--- config.mk ---
export PLATFORM = sky130hd
export DESIGN_NAME = cabac_ctx_init_engine
export DESIGN_NICKNAME = d
export VERILOG_FILES = /design/src/rtl/cabac_ctx_init_engine.sv
export SDC_FILE = /design/constraint.sdc
export NUM_CORES = 1
export LEC_CHECK = 0
export ABC_AREA = 1
export CORE_MARGIN = 1
export CORE_UTILIZATION = 45
export DETAILED_ROUTE_END_ITERATION = 12
export PLACE_DENSITY = 0.74
export SKIP_CTS_REPAIR_TIMING = 1
export SYNTH_ARGS = -nofsm -noshare
export SYNTH_HDL_FRONTEND = slang
export SYNTH_SLANG_ARGS = --single-unit
export TNS_END_PERCENT = 1
--- constraint.sdc ---
create_clock -name clk -period 9.4 [get_ports clk]
set_input_delay 2.35 -clock clk [delete_from_list [all_inputs] [get_ports clk]]
set_output_delay 2.35 -clock clk [all_outputs]
set_load 0.02 [all_outputs]
--- src/rtl/cabac_ctx_init_engine.sv ---
// cabac_ctx_init_engine
//
// Initialises the CABAC context-state RAM at slice start. On an accepted
// start it walks CTX_NUM entries of one bank of an external synchronous
// init-value ROM, converts each packed {m, n} word into the HEVC initial
// state for the latched slice QP, and writes {pStateIdx, valMps} into the
// context RAM at one context per cycle.
//
// Optional feature (macro CABAC_INIT_FLAG_EN): adds cabac_init_flag_i.
// When the flag is set, banks 0 and 1 are swapped. Bank 2 is never swapped.
//
// Ports
//   clk, rst           clock, synchronous active-high reset
//   start_i            one-cycle init request (ignored unless idle)
//   slice_type_i       bank select, latched on accepted start
//   qp_i               slice QP, latched (clamped to 51) on accepted start
//   busy_o             high from the cycle after start through the done cycle
//   done_o             one-cycle pulse after the last write
//   rom_rd_en_o        ROM read enable
//   rom_rd_addr_o      ROM read address {bank, ctx}
//   rom_rd_dat_i       ROM data one cycle after the read: [15:8] m, [7:0] n
//   ctx_wr_en_o        context RAM write enable
//   ctx_wr_addr_o      context RAM write address
//   ctx_wr_dat_o       {pStateIdx[5:0], valMps}
module cabac_ctx_init_engine #(
  parameter int CTX_NUM   = 64,
  parameter int CTX_AW    = 6,
  parameter int NUM_BANKS = 3,
  parameter int BANK_AW   = 2
) (
  input  logic                      clk,
  input  logic                      rst,
  input  logic                      start_i,
  input  logic [BANK_AW-1:0]        slice_type_i,
  input  logic [6:0]                qp_i,
`ifdef CABAC_INIT_FLAG_EN
  input  logic                      cabac_init_flag_i,
`endif
  output logic                      busy_o,
  output logic                      done_o,
  output logic                      rom_rd_en_o,
  output logic [BANK_AW+CTX_AW-1:0] rom_rd_addr_o,
  input  logic [15:0]               rom_rd_dat_i,
  output logic                      ctx_wr_en_o,
  output logic [CTX_AW-1:0]         ctx_wr_addr_o,
  output logic [6:0]                ctx_wr_dat_o
);

  localparam logic [CTX_AW-1:0] CTX_LAST = CTX_AW'(CTX_NUM - 1);

  typedef enum logic [1:0] {IDLE, READ, DRAIN, DONE} state_t;

  state_t                state_q, state_d;
  logic [CTX_AW-1:0]     ctx_p0;
  logic                  drain_q;
  logic [BANK_AW-1:0]    bank_q;
  logic [5:0]            qpc_q;
  logic [BANK_AW-1:0]    bank_sel;
  logic                  vld_p1;
  logic [CTX_AW-1:0]     addr_p1;

  // Saturate the pre-state value into the legal range [1, 126].
  function automatic logic signed [15:0] clip_pre(input logic signed [15:0] v);
    if (v < 16'sd1)
      return 16'sd1;
    else if (v > 16'sd126)
      return 16'sd126;
    return v;
  endfunction

  // HEVC context init: pre = clip(((m * qpc) >>> 4) + n), then split into
  // MPS and state index. m*qpc fits in 14 signed bits since |m| <= 128 and
  // qpc <= 51.
  function automatic logic [6:0] init_state(input logic [15:0] word,
                                            input logic [5:0]  qpc);
    logic signed [13:0] m_ext;
    logic signed [13:0] q_ext;
    logic signed [13:0] prod;
    logic signed [13:0] sh;
    logic signed [15:0] sum;
    logic signed [15:0] pre;
    logic signed [15:0] ps;
    logic               mps;
    m_ext = {{6{word[15]}}, word[15:8]};
    q_ext = {8'd0, qpc};
    prod  = m_ext * q_ext;
    sh    = prod >>> 4;
    sum   = {{2{sh[13]}}, sh} + {8'd0, word[7:0]};
    pre   = clip_pre(sum);
    mps   = (pre > 16'sd63);
    ps    = mps ? (pre - 16'sd64) : (16'sd63 - pre);
    return {ps[5:0], mps};
  endfunction

  // Bank selection: out-of-range slice types fall back to bank 0 before
  // any optional B/P swap.
  always_comb begin
    bank_sel = slice_type_i;
    if (32'(slice_type_i) >= NUM_BANKS)
      bank_sel = '0;
`ifdef CABAC_INIT_FLAG_EN
    if (cabac_init_flag_i) begin
      if (bank_sel == BANK_AW'(0))
        bank_sel = BANK_AW'(1);
      else if (bank_sel == BANK_AW'(1))
        bank_sel = BANK_AW'(0);
    end
`endif
  end

  always_comb begin
    state_d     = state_q;
    rom_rd_en_o = 1'b0;
    done_o      = 1'b0;
    busy_o      = (state_q != IDLE);
    case (state_q)
      IDLE: begin
        if (start_i)
          state_d = READ;
      end
      READ: begin
        rom_rd_en_o = 1'b1;
        if (ctx_p0 == CTX_LAST)
          state_d = DRAIN;
      end
      DRAIN: begin
        if (drain_q)
          state_d = DONE;
      end
      DONE: begin
        done_o  = 1'b1;
        state_d = IDLE;
      end
      default: state_d = IDLE;
    endcase
  end

  assign rom_rd_addr_o = rom_rd_en_o ? {bank_q, ctx_p0} : '0;

  // Control path: FSM, read counter, pipeline valids and write port.
  always_ff @(posedge clk) begin
    if (rst) begin
      state_q       <= IDLE;
      ctx_p0        <= '0;
      drain_q       <= 1'b0;
      vld_p1        <= 1'b0;
      ctx_wr_en_o   <= 1'b0;
      ctx_wr_addr_o <= '0;
      ctx_wr_dat_o  <= '0;
    end else begin
      state_q <= state_d;
      if (state_q == READ)
        ctx_p0 <= (ctx_p0 == CTX_LAST) ? '0 : ctx_p0 + CTX_AW'(1);
      else
        ctx_p0 <= '0;
      drain_q <= (state_q == DRAIN) ? ~drain_q : 1'b0;

      // S0 -> S1: read issued; the ROM's own output register holds the data
      vld_p1 <= rom_rd_en_o;

      // S1 -> S2: arithmetic on ROM data, registered onto the write port
      ctx_wr_en_o   <= vld_p1;
      ctx_wr_addr_o <= vld_p1 ? addr_p1 : '0;
      ctx_wr_dat_o  <= vld_p1 ? init_state(rom_rd_dat_i, qpc_q) : '0;
    end
  end

  // Data path registers: parameters latched on accepted start, address
  // delayed alongside the ROM latency.
  always_ff @(posedge clk) begin
    if (state_q == IDLE && start_i) begin
      bank_q <= bank_sel;
      qpc_q  <= (qp_i > 7'd51) ? 6'd51 : qp_i[5:0];
    end
    addr_p1 <= ctx_p0;
  end

endmodule

==> results.md <==
* Outcome: complete, no violations
* Post-route antenna net violation count at 0
* Worst EP arrival at 8120 ps
* Synthesized Nets at roughly 680
* Reg2reg end: ctx_wr_dat_o[2]
* Clock Tree Buf Depth at 2
* First-pass GRT wire length at 14,000 microns
* Worst-path maximum fanout at 6
* Post-Synthesis Cells at ~570
* Layout Nets at 729
* RSZ-0062 raised after global routing: no
* Slew @ Worst Pin at about 370 ps
* Max Fclk at 126 MHz
* Clk pin slew, worst setup/hold paths at 80 ps
* Met3 usage at 0.0250
* Placer Congestion at around 0.8
* CTS tree: yes
* Total negative slack at 0 ps
* EDFF count, synth at 8
* Worst hold path type: register to register
* Layout area overhead at 18.6%
* Top cells by area, synth: fa_1, dfxtp_1, nand2_1
* Global Route met2 Usage at 0.337
* Initial drt markers at 136
* Clock buffer count from CTS at 5
* TritonCTS Sinks at 38
* Top cells by count, synth: nand2_1, inv_1, ha_1
* Max incr delay on CP at about 530 ps
* Top-count cell post-synth: nand2_1
* Via count at roughly 3,400
* Final hold vios at 0
* Cell mode on critical path: inv_1
* Top_reg_cell synth: dfxtp_1
* Largest net degree at the start of global routing at 14
* Die Span Y at 96.4 microns
* Row cnt at 34
* Crit path launch type: input pin
* DRC viols at 0
* Vias per cell at 4.63
* Yosys reg bits at 38
* Die Wd at 96.4 microns
* Worst Slack Setup Final at 1460 ps
* Post-DP HPWL at 6470 microns
* Placed Instances at around 730
* CP Launch Point: rom_rd_dat_i[11]
* M1 GR Usage at 0.237
* Initial antenna violation count at 0
* Worst-Skew Late Latency at 290 ps
* CTS Root Cell: clkbuf_8
* Core Region at 0.00868 sq mm
* Starting density of the core at 0.463
* Setup CP Type: input pin to register
* Area leader, netlist: fa_1
* Routed wire length at 7700 microns
* H-tree depth at 2
* DR WL/cell at between 10 and 15 microns
* Pins Over Slew Limit at 0
* Fin cells at approximately 740
* Pre-CTS WS at 1200 ps
* Top-area cell type share of the netlist area at 0.165
* Share of cells above drive strength 1 at 0.0494
* Yosys warning count at 0
* R2R setup slack at 3490 ps
* Final setup violation count at 0
* Crit path time final at 7940 ps
* Crit. End Element: register
* Tot GR Track Use at 0.189
* Slew HR at 0.749
* Number of iterations in the first detailed-routing pass at 4
* Busiest grt layer: met2
* Max-cap viol count at 0
* Vias in the first global route at about 3,400
* Die ar. at 0.00930 sq mm
* Ant diodes at 0
* Layout Skew at 8.53 ps
* PortBufs at 52
* Slowest CP cell: fa_1
* Mean Syn Cell Area at 6.99 sq um
* Final critical-path share of the clock period at 0.845
* Critical Path RT at 9580 ps
* Synth Cell Area at 0.00401 sq mm
* Setup crit end: ctx_wr_dat_o[2]
* Worst Reg2Reg Path Length in Cells at 29
* Overflow left after global routing at 0
* Boundary Pins at 53
* Fraction of the yosys area taken by sequential cells at 0.209
* Library cells used by synthesis at 28
* Post-synth ARST share at 0
* RR Startpoint: qpc_q[2]
## state kept, by name, summed over array words and instances, names as in the netlist, 2 cells and up
| register | count |
|---|---|
| addr_p1 | 6 |
| bank_q | 2 |
| ctx_p0 | 6 |
| ctx_wr_addr_o | 6 |
| ctx_wr_dat_o | 7 |
| qpc_q | 6 |
| state_q | 2 |
## worst min path at each step
stage,from,to,depth (start not counted)
2_1_floorplan,ctx_p0[3],addr_p1[3],0
3_3_place_gp,ctx_p0[3],addr_p1[3],0
3_5_place_dp,ctx_p0[3],addr_p1[3],0
4_1_cts,ctx_p0[3],addr_p1[3],0
5_1_grt,ctx_p0[3],addr_p1[3],0
6_report,ctx_p0[3],addr_p1[3],0
## cells in the final DEF (no fill, tap or decap), types with 2 or more instances in the layout
| master | instances |
|---|---|
| ha_1 | 42 |
| nor3_1 | 3 |
| a21oi_1 | 17 |
| xnor2_1 | 8 |
| nor3b_1 | 2 |
| inv_1 | 156 |
| xor2_1 | 6 |
| clkdlybuf4s50_1 | 52 |
| nor2_1 | 38 |
| or2_2 | 6 |
| nand4_1 | 6 |
| nand3b_1 | 5 |
| clkbuf_8 | 5 |
| a31oi_1 | 3 |
| nor2_2 | 4 |
| nand3_1 | 18 |
| nand2_2 | 8 |
| nand2_1 | 159 |
| dfxtp_1 | 30 |
| inv_2 | 2 |
| fa_1 | 33 |
| o21ai_0 | 8 |
| edfxtp_1 | 8 |
## critical path: cells and delay by family
kind / cells / cell delay [ps]
adder cells (fa/ha/maj): 6 / 2700
AND/OR/NAND/NOR: 12 / 1320
buffers and inverters: 8 / 910
AO/OA/AOI/OAI: 3 / 620
XOR/XNOR: 1 / 210
## final cells by class
class	count	area [sq um]
timing repair buffer	52	520
inverter	159	598
clock buffer	6	93.8
clock inverter	2	38.8
sequential	38	841
tap	108	135
fill	851	3920
multi-input combinational	370	2530
## logic make-up after synthesis
kind of cell | count (synthesis) | synth area share
AND/OR/NAND/NOR | 250 | 0.263
XOR/XNOR | 14 | 0.0305
buffers and inverters | 166 | 0.159
AO/OA/AOI/OAI | 31 | 0.0418
adder cells (fa/ha/maj) | 75 | 0.296
flip-flops | 38 | 0.209
## metrics by stage
stage | util | hold WS [ps] | area (sq um)
3_5_place_dp | 0.533 | 364 | 4630
4_1_cts | 0.549 | 375 | 4760
5_1_grt | 0.549 | 383 | 4760
2_1_floorplan | - | 351 | 4010
3_3_place_gp | 0.533 | 364 | 4630
6_report | 0.549 | 378 | 4760
## layer usage
metal,part of all wire,wire [microns]
met2,0.49,3760
met3,0.032,246
met4,0.014,105
met1,0.47,3590
met5,0,0
Power is left out: the tool's default activity adds up to more than one toggle a clock period on the data nets, which glitch-free logic cannot reach.
